`config.mk`:
```
export PLATFORM = sky130hd
export DESIGN_NAME = refill_arbiter
export DESIGN_NICKNAME = d
export VERILOG_FILES = /design/src/rtl/refill_arbiter.sv
export SDC_FILE = /design/constraint.sdc
export NUM_CORES = 2
export LEC_CHECK = 0
export CORE_ASPECT_RATIO = 0.6
export CORE_MARGIN = 3
export CORE_UTILIZATION = 25
export DETAILED_ROUTE_END_ITERATION = 8
export SKIP_CTS_REPAIR_TIMING = 1
export SYNTH_ARGS = -nofsm -noshare
export SYNTH_HDL_FRONTEND = slang
export SYNTH_SLANG_ARGS = --single-unit
```
`constraint.sdc`:
```
create_clock -name clk -period 3.3 [get_ports clk]
set_input_delay 0.33 -clock clk [delete_from_list [all_inputs] [get_ports clk]]
set_output_delay 0.33 -clock clk [all_outputs]
set_load 0.02 [all_outputs]
```
`src/rtl/refill_arbiter.sv`:
```
// refill_arbiter
//   Shares one 32-bit AXI4 burst-read port between the icache and dcache line
//   refill interfaces. One pending requester is granted in IDLE. Its line
//   address is issued as a single INCR burst of LINE_WORDS beats, and the
//   beats are packed into a line. The line is then returned to the winner with
//   a one-cycle ret_valid pulse. Only one burst is ever outstanding.
//
//   Build option: define ARB_ROUND_ROBIN_EN to replace the fixed priority
//   (dcache wins ties) with round-robin tie-breaking, using a 1-bit
//   last_grant register that resets to icache.
//
// Ports
//   clk, reset                 clock; synchronous active-high reset
//   i_rd_req, i_rd_addr        icache refill request (level) and miss address
//   i_ret_valid, i_ret_data    icache line return pulse and packed line
//   d_rd_req, d_rd_addr        dcache refill request (level) and miss address
//   d_ret_valid, d_ret_data    dcache line return pulse and packed line
//   arvalid, arready, araddr,  AXI read-address channel (arlen/arsize/arburst
//   arid, arlen, arsize,       are constant: LINE_WORDS-1, 4-byte beats, INCR)
//   arburst
//   rvalid, rready, rdata,     AXI read-data channel
//   rlast
//   bus_err                    sticky flag: rlast disagreed with beat count
module refill_arbiter #(
  parameter int         LINE_WORDS = 8,
  parameter logic [3:0] ICACHE_ID  = 4'd0,
  parameter logic [3:0] DCACHE_ID  = 4'd1
) (
  input  logic                      clk,
  input  logic                      reset,
  input  logic                      i_rd_req,
  input  logic [31:0]               i_rd_addr,
  output logic                      i_ret_valid,
  output logic [32*LINE_WORDS-1:0]  i_ret_data,
  input  logic                      d_rd_req,
  input  logic [31:0]               d_rd_addr,
  output logic                      d_ret_valid,
  output logic [32*LINE_WORDS-1:0]  d_ret_data,
  output logic                      arvalid,
  input  logic                      arready,
  output logic [31:0]               araddr,
  output logic [3:0]                arid,
  output logic [7:0]                arlen,
  output logic [2:0]                arsize,
  output logic [1:0]                arburst,
  input  logic                      rvalid,
  output logic                      rready,
  input  logic [31:0]               rdata,
  input  logic                      rlast,
  output logic                      bus_err
);

  localparam int          CW         = (LINE_WORDS > 1) ? $clog2(LINE_WORDS) : 1;
  localparam int          OFF        = $clog2(LINE_WORDS) + 2;
  localparam logic [31:0] ALIGN_MASK = ~((32'd1 << OFF) - 32'd1);
  localparam logic [CW-1:0] LAST     = CW'(LINE_WORDS - 1);

  localparam logic [1:0] IDLE = 2'd0;
  localparam logic [1:0] AR   = 2'd1;
  localparam logic [1:0] R    = 2'd2;
  localparam logic [1:0] RET  = 2'd3;

  logic [1:0]              state;
  logic [CW-1:0]           cnt;
  logic                    owner_d;
  logic [31:0]             addr;
  logic [32*LINE_WORDS-1:0] line;
  logic                    i_pend;
  logic                    d_pend;
  logic                    pick_d;
`ifdef ARB_ROUND_ROBIN_EN
  logic                    last_grant;  // 1 = dcache was granted last
`endif

  // The return pulse is registered, so it is seen during the IDLE cycle that
  // follows RET. The owner still holds its request in that cycle, so a
  // requester whose pulse is currently high is not eligible for a new grant.
  always_comb begin
    i_pend = i_rd_req && !i_ret_valid;
    d_pend = d_rd_req && !d_ret_valid;
    pick_d = 1'b0;
`ifdef ARB_ROUND_ROBIN_EN
    pick_d = d_pend && (!i_pend || !last_grant);
`else
    pick_d = d_pend;
`endif
  end

  always_ff @(posedge clk) begin
    if (reset) begin
      state       <= IDLE;
      cnt         <= '0;
      owner_d     <= 1'b0;
      addr        <= '0;
      line        <= '0;
      i_ret_valid <= 1'b0;
      d_ret_valid <= 1'b0;
      i_ret_data  <= '0;
      d_ret_data  <= '0;
      bus_err     <= 1'b0;
`ifdef ARB_ROUND_ROBIN_EN
      last_grant  <= 1'b0;
`endif
    end else begin
      i_ret_valid <= 1'b0;
      d_ret_valid <= 1'b0;
      case (state)
        IDLE: begin
          if (i_pend || d_pend) begin
            owner_d <= pick_d;
            addr    <= (pick_d ? d_rd_addr : i_rd_addr) & ALIGN_MASK;
`ifdef ARB_ROUND_ROBIN_EN
            last_grant <= pick_d;
`endif
            state   <= AR;
          end
        end
        AR: begin
          if (arready) state <= R;
        end
        R: begin
          if (rvalid) begin
            line[32*cnt +: 32] <= rdata;
            if (rlast != (cnt == LAST)) bus_err <= 1'b1;
            if (cnt == LAST) begin
              cnt   <= '0;
              state <= RET;
            end else begin
              cnt <= cnt + 1'b1;
            end
          end
        end
        default: begin
          if (owner_d) begin
            d_ret_valid <= 1'b1;
            d_ret_data  <= line;
          end else begin
            i_ret_valid <= 1'b1;
            i_ret_data  <= line;
          end
          state <= IDLE;
        end
      endcase
    end
  end

  assign arvalid = (state == AR);
  assign rready  = (state == R);
  assign araddr  = addr;
  assign arid    = owner_d ? DCACHE_ID : ICACHE_ID;
  assign arlen   = 8'(LINE_WORDS - 1);
  assign arsize  = 3'b010;
  assign arburst = 2'b01;

endmodule
```
[Yosys cells after proc, flatten, opt, wreduce, memory -nomap -nowiden]
Index checks and enable logic that the tools add are counted.
W data, S select, Z words.
Cells by class
  add/subtract/negate cells: 2
  multipliers: 0
  divide/modulo/power cells: 0
  magnitude comparators: 0
  eq/ne operators: 8
  shift-type cells: 2
  mux-type cells: 11
  bitwise gates (word level): 2
  reductions and logical operators: 14
Operators with widths (count)
  $bwmux W256: 1
  $shift A32 B34 Y256 const A: 1
  $shiftx A32 B34 Y256: 1
  $neg A8 Y34: 1
  $mux W32: 1
  $mux W2: 4
  $reduce_and A2 Y1: 4
  $pmux W2 S3: 1
  $ne A2 B1 Y1 const B: 2
  $ne A2 B2 Y1 const B: 2
  $reduce_and A4 Y1: 1
  $reduce_or A4 Y1: 1
  $add A3 B1 Y3 const B: 1
  $eq A3 B3 Y1 const B: 1
  $mux W1: 3
  $mux W3: 1
  $reduce_and A3 Y1: 1
  $reduce_or A3 Y1: 1
  $eq A2 B1 Y1 const B: 1
  $eq A2 B2 Y1 const B: 1
  $logic_and A1 B1 Y1: 2
  $logic_not A1 Y1: 2
  $logic_not A2 Y1: 1
  $not A1 Y1: 2
  2 further kinds: 2
Word-level totals
  bits in registers: 804
  latch bits: 0
  RAM bits: 0
  ROM bits: 0
  output and inout port bits: 566
  word-level logic and storage cells: 49
  memories kept: 0

[Depth between registers and ports, before layout]
  depth after elaboration: 5
  mapped depth: 10
  mapped depth without buffers: 7

[Worst setup path after synthesis]
No wires, ideal clock.
  path type: register to register
  start: reg cnt[0]
  end: reg line[2]
  library setup time: 0.132 ns
  arrival time: 2.144 ns
  slack: 1.024 ns
  stages on the path, launching flop included: 11
  clock period less this slack: 2.276 ns
  path through: dfxtp_1 -> inv_1 -> ha_1 -> ha_1 -> clkbuf_1 -> nand2b_1 -> or4_4 -> buf_6 -> buf_6 -> nand2_1 -> a21oi_1
On the way
  word-level cells in the longest chain between the ends: 3
RTL lines
  start, declared: line 64  | logic [CW-1:0] cnt;
  start signal, assigned: line 129  | cnt <= cnt + 1'b1;
  $neg A8 Y34 *: line 123  | line[32*cnt +: 32] <= rdata;
  $shiftx A32 B34 Y256 / $shift A32 B34 Y256 (equally long branches): line 123
  $bwmux W256 *: line 123
  end signal, assigned by index: line 123
  end, declared: line 67  | logic [32*LINE_WORDS-1:0] line;
Every way passes the cells marked *; elsewhere a longest branch is shown, timed or not.
A chain may end at the register's enable or synchronous reset.

[Final worst setup path]
  start: reg cnt[0]
  end: reg line[23]
Same word-level chain as after synthesis.

==> flow_summary_export.csv <==
group,metric,value,unit
drt,dr.pass1.iters,7,
worst_hold_path,holdPathEnd,"d_ret_data[56]$_SDFFE_PP0P_",
worst_setup_path,worstRegToRegCells,7,
drt,drc,0,
layout,final_nets,4139,
drt,antenna_left,0,
timing,timing.final.crit_share,81.6,%
grt,grt_max_degree,135,
timing,rsz0062_at_grt,"false",
worst_setup_path,r2r-end,"line[23]$_SDFFE_PP0P_",
grt,track_usage,18.9,%
layout,final-instance-count-excl-fill,5597,
placement,placed_area,36900,µm²
yosys,synthCells,3495,
worst_hold_path,hold_start,"reset",
cts,cts.sinks,804,
grt,first_global_vias,24300,
yosys,synth.top_cell.area_share,55.8,%
drt,vias,25600,
worst_hold_path,min_path_type,"input port to flop",
yosys,post-synth-top-count-cell,"nand2_1",
floorplanning,fp.coreArea,113000,µm²
yosys,syn_area_per_cell,8.25,µm²
layout,area_growth,37.7,%
yosys,ys_types,32,
cts,clk_path_buf_depth,3,
layout,drive_above_1_share,5.69,%
power_and_ir_drop,power.total,22.5,mW
drt,wl_per_cell,21.0,µm
cts,ctsHtreeMaxLevel,3,
grt,antenna_found_initial,8,
cts,cts_tree,"built",
timing,whs,155,ps
drt,detail_route.iter0.violations,1879,
placement,hpwl,82000,µm
worst_setup_path,rrSetupSlack,610,ps
worst_hold_path,hold_depth,2,
yosys,yosys_warnings,0,
placement,placed_cells,5444,
worst_setup_path,worstPathCellList,"inv_1 > ha_1 > ha_1 > nand2b_1 > or4_4 > nand2_1 > a21oi_1",
grt,grt_pass1_wl,168000,µm
yosys,synth_edf_count,0,
worst_setup_path,required,3840,ps
yosys,synthTopCellsByArea,"dfxtp_1, nand2_1, a21oi_1",
floorplanning,start_util,25.5,%
timing,fin_tns_setup,0,ps
flow_run,max-cap-violations,0,
floorplanning,die_area,120000,µm²
timing,worst_pin_slew,1060,ps
yosys,yosys.area.top_type,"dfxtp_1",
layout,utilization,35.1,%
power_and_ir_drop,leakagePower,13.0,nW
timing,max_freq,371,MHz
timing,hold_viol,0,
timing,fin_ws,608,ps
worst_setup_path,critical-path-max-stage-delay,680,ps
yosys,synth_ff_type,"dfxtp_1",
floorplanning,die-width,444,µm
worst_setup_path,critPathBufInv,1,
cts,cts.clk_slew.worst_paths,60,ps
timing,slew_headroom,29.2,%
grt,overflow,0,
worst_setup_path,r2r_start,"cnt[0]$_SDFFE_PP0P_",
worst_setup_path,startpoint_type,"flop",
run_status,status,"complete, no violations",
worst_setup_path,path_delay_family,"simple AND/OR/NAND/NOR gates",
worst_setup_path,cpMostUsedCell,"ha_1",
timing,clock_skew,27.7,ps
yosys,synthTopCellsByCount,"nand2_1, dfxtp_1, a21oi_1",
drt,wl,118000,µm
floorplanning,boundaryPins,669,
floorplanning,rows,95,
worst_setup_path,arrival,3230,ps
worst_setup_path,crit_type,"flop to flop",
timing,setup_violations,0,
placement,port_buffers,637,
yosys,synth_area,28800,µm²
worst_setup_path,path_max_fanout,32,
worst_setup_path,cp_slowest_cell,"or4_4",
layout,fin_area,39700,µm²
yosys,synthArstFlopShare,0,%
worst_setup_path,cp_num_cells,7,
yosys,seq_area_frac_synth,55.8,%
timing,maxSlewViolCount,0,
drt,drt-vias-per-instance,4.57,
power_and_ir_drop,vdd_drop_max,0.327,mV
floorplanning,die_h,269,µm
power_and_ir_drop,p_per_area,566,nW/µm²
placement,dp_slack,606,ps
cts,clockRootBuffer,"clkbuf_16",
cts,cts_buffers,82,
worst_setup_path,critPathCaptureType,"flop",
timing,min_period,2690,ps
placement,place_congestion,0.836,
cts,clock_latency,700,ps
yosys,ys_ff_latch,804,
-- cell families after synthesis --
| kind of cell | count (synthesis) | share of synthesized area [%] |
|---|---|---|
| multiplexers | 62 | 2.15 |
| AO/OA/AOI/OAI | 770 | 13.6 |
| buffers and inverters | 304 | 4.41 |
| adder cells (fa/ha/maj) | 11 | 0.477 |
| other | 2 | 0.0261 |
| flip-flops | 804 | 55.8 |
| XOR/XNOR | 1 | 0.0304 |
| AND/OR/NAND/NOR | 1541 | 23.4 |
-- layout by cell type, fill, tap and decap left out, drive strengths merged, types with 2 or more instances in the layout --
cell type and n:
inv 14, buf 88, and2 3, nand2 1222, mux2i 62, ha 11
clkinv 17, nor4 3, nor2 38, clkdlybuf4s50 636, dfxtp 804, clkinvlp 2
nor3b 3, clkbuf 117, a21oi 548, nor2b 35, a211oi 27, bufinv 9
nand2b 35, o21ai 192, nand4 3, nand4b 3, nand3b 192, conb 21
-- power breakdown --
group / internal (mW) / total, mW / switching [mW]
clock: 5.67 / 9.89 / 4.22
combinational: 0.843 / 2.55 / 1.71
sequential: 9.90 / 10.0 / 0.131
-- per-layer routing --
layer  part of all wire (%)  track usage (%)  up-vias
li1                       -                -    12500
met1                     46             25.7    12300
met2                     45             29.9      666
met3                    6.5             4.98      145
met4                    2.4             4.85        0
met5                      0                0        -
-- layout make-up --
type	count	area (µm²)
fill	11700	73500
tap	1503	1880
timing repair buffer	724	7260
sequential	804	16100
multi-input combinational	2406	11600
clock buffer	117	2310
clock inverter	35	519
inverter	7	26.3
antenna	1	2.50
-- sequential cells by signal, summed over array words and instances (netlist names) --
name / flops
d_ret_data: 256
i_ret_data: 256
line: 256
araddr: 27
cnt: 3
state: 2
bus_err: 1
d_ret_valid: 1
i_ret_valid: 1
owner_d: 1
-- worst max path at each step --
stage,endpoint,startpoint
6_report,line[23]$_SDFFE_PP0P_,cnt[0]$_SDFFE_PP0P_
5_1_grt,line[31]$_SDFFE_PP0P_,cnt[0]$_SDFFE_PP0P_
4_1_cts,line[23]$_SDFFE_PP0P_,cnt[0]$_SDFFE_PP0P_
3_5_place_dp,line[6]$_SDFFE_PP0P_,cnt[0]$_SDFFE_PP0P_
3_3_place_gp,line[6]$_SDFFE_PP0P_,cnt[0]$_SDFFE_PP0P_
2_1_floorplan,line[2]$_SDFFE_PP0P_,cnt[0]$_SDFFE_PP0P_
No activity file was read; power rests on OpenSTA's default activity.
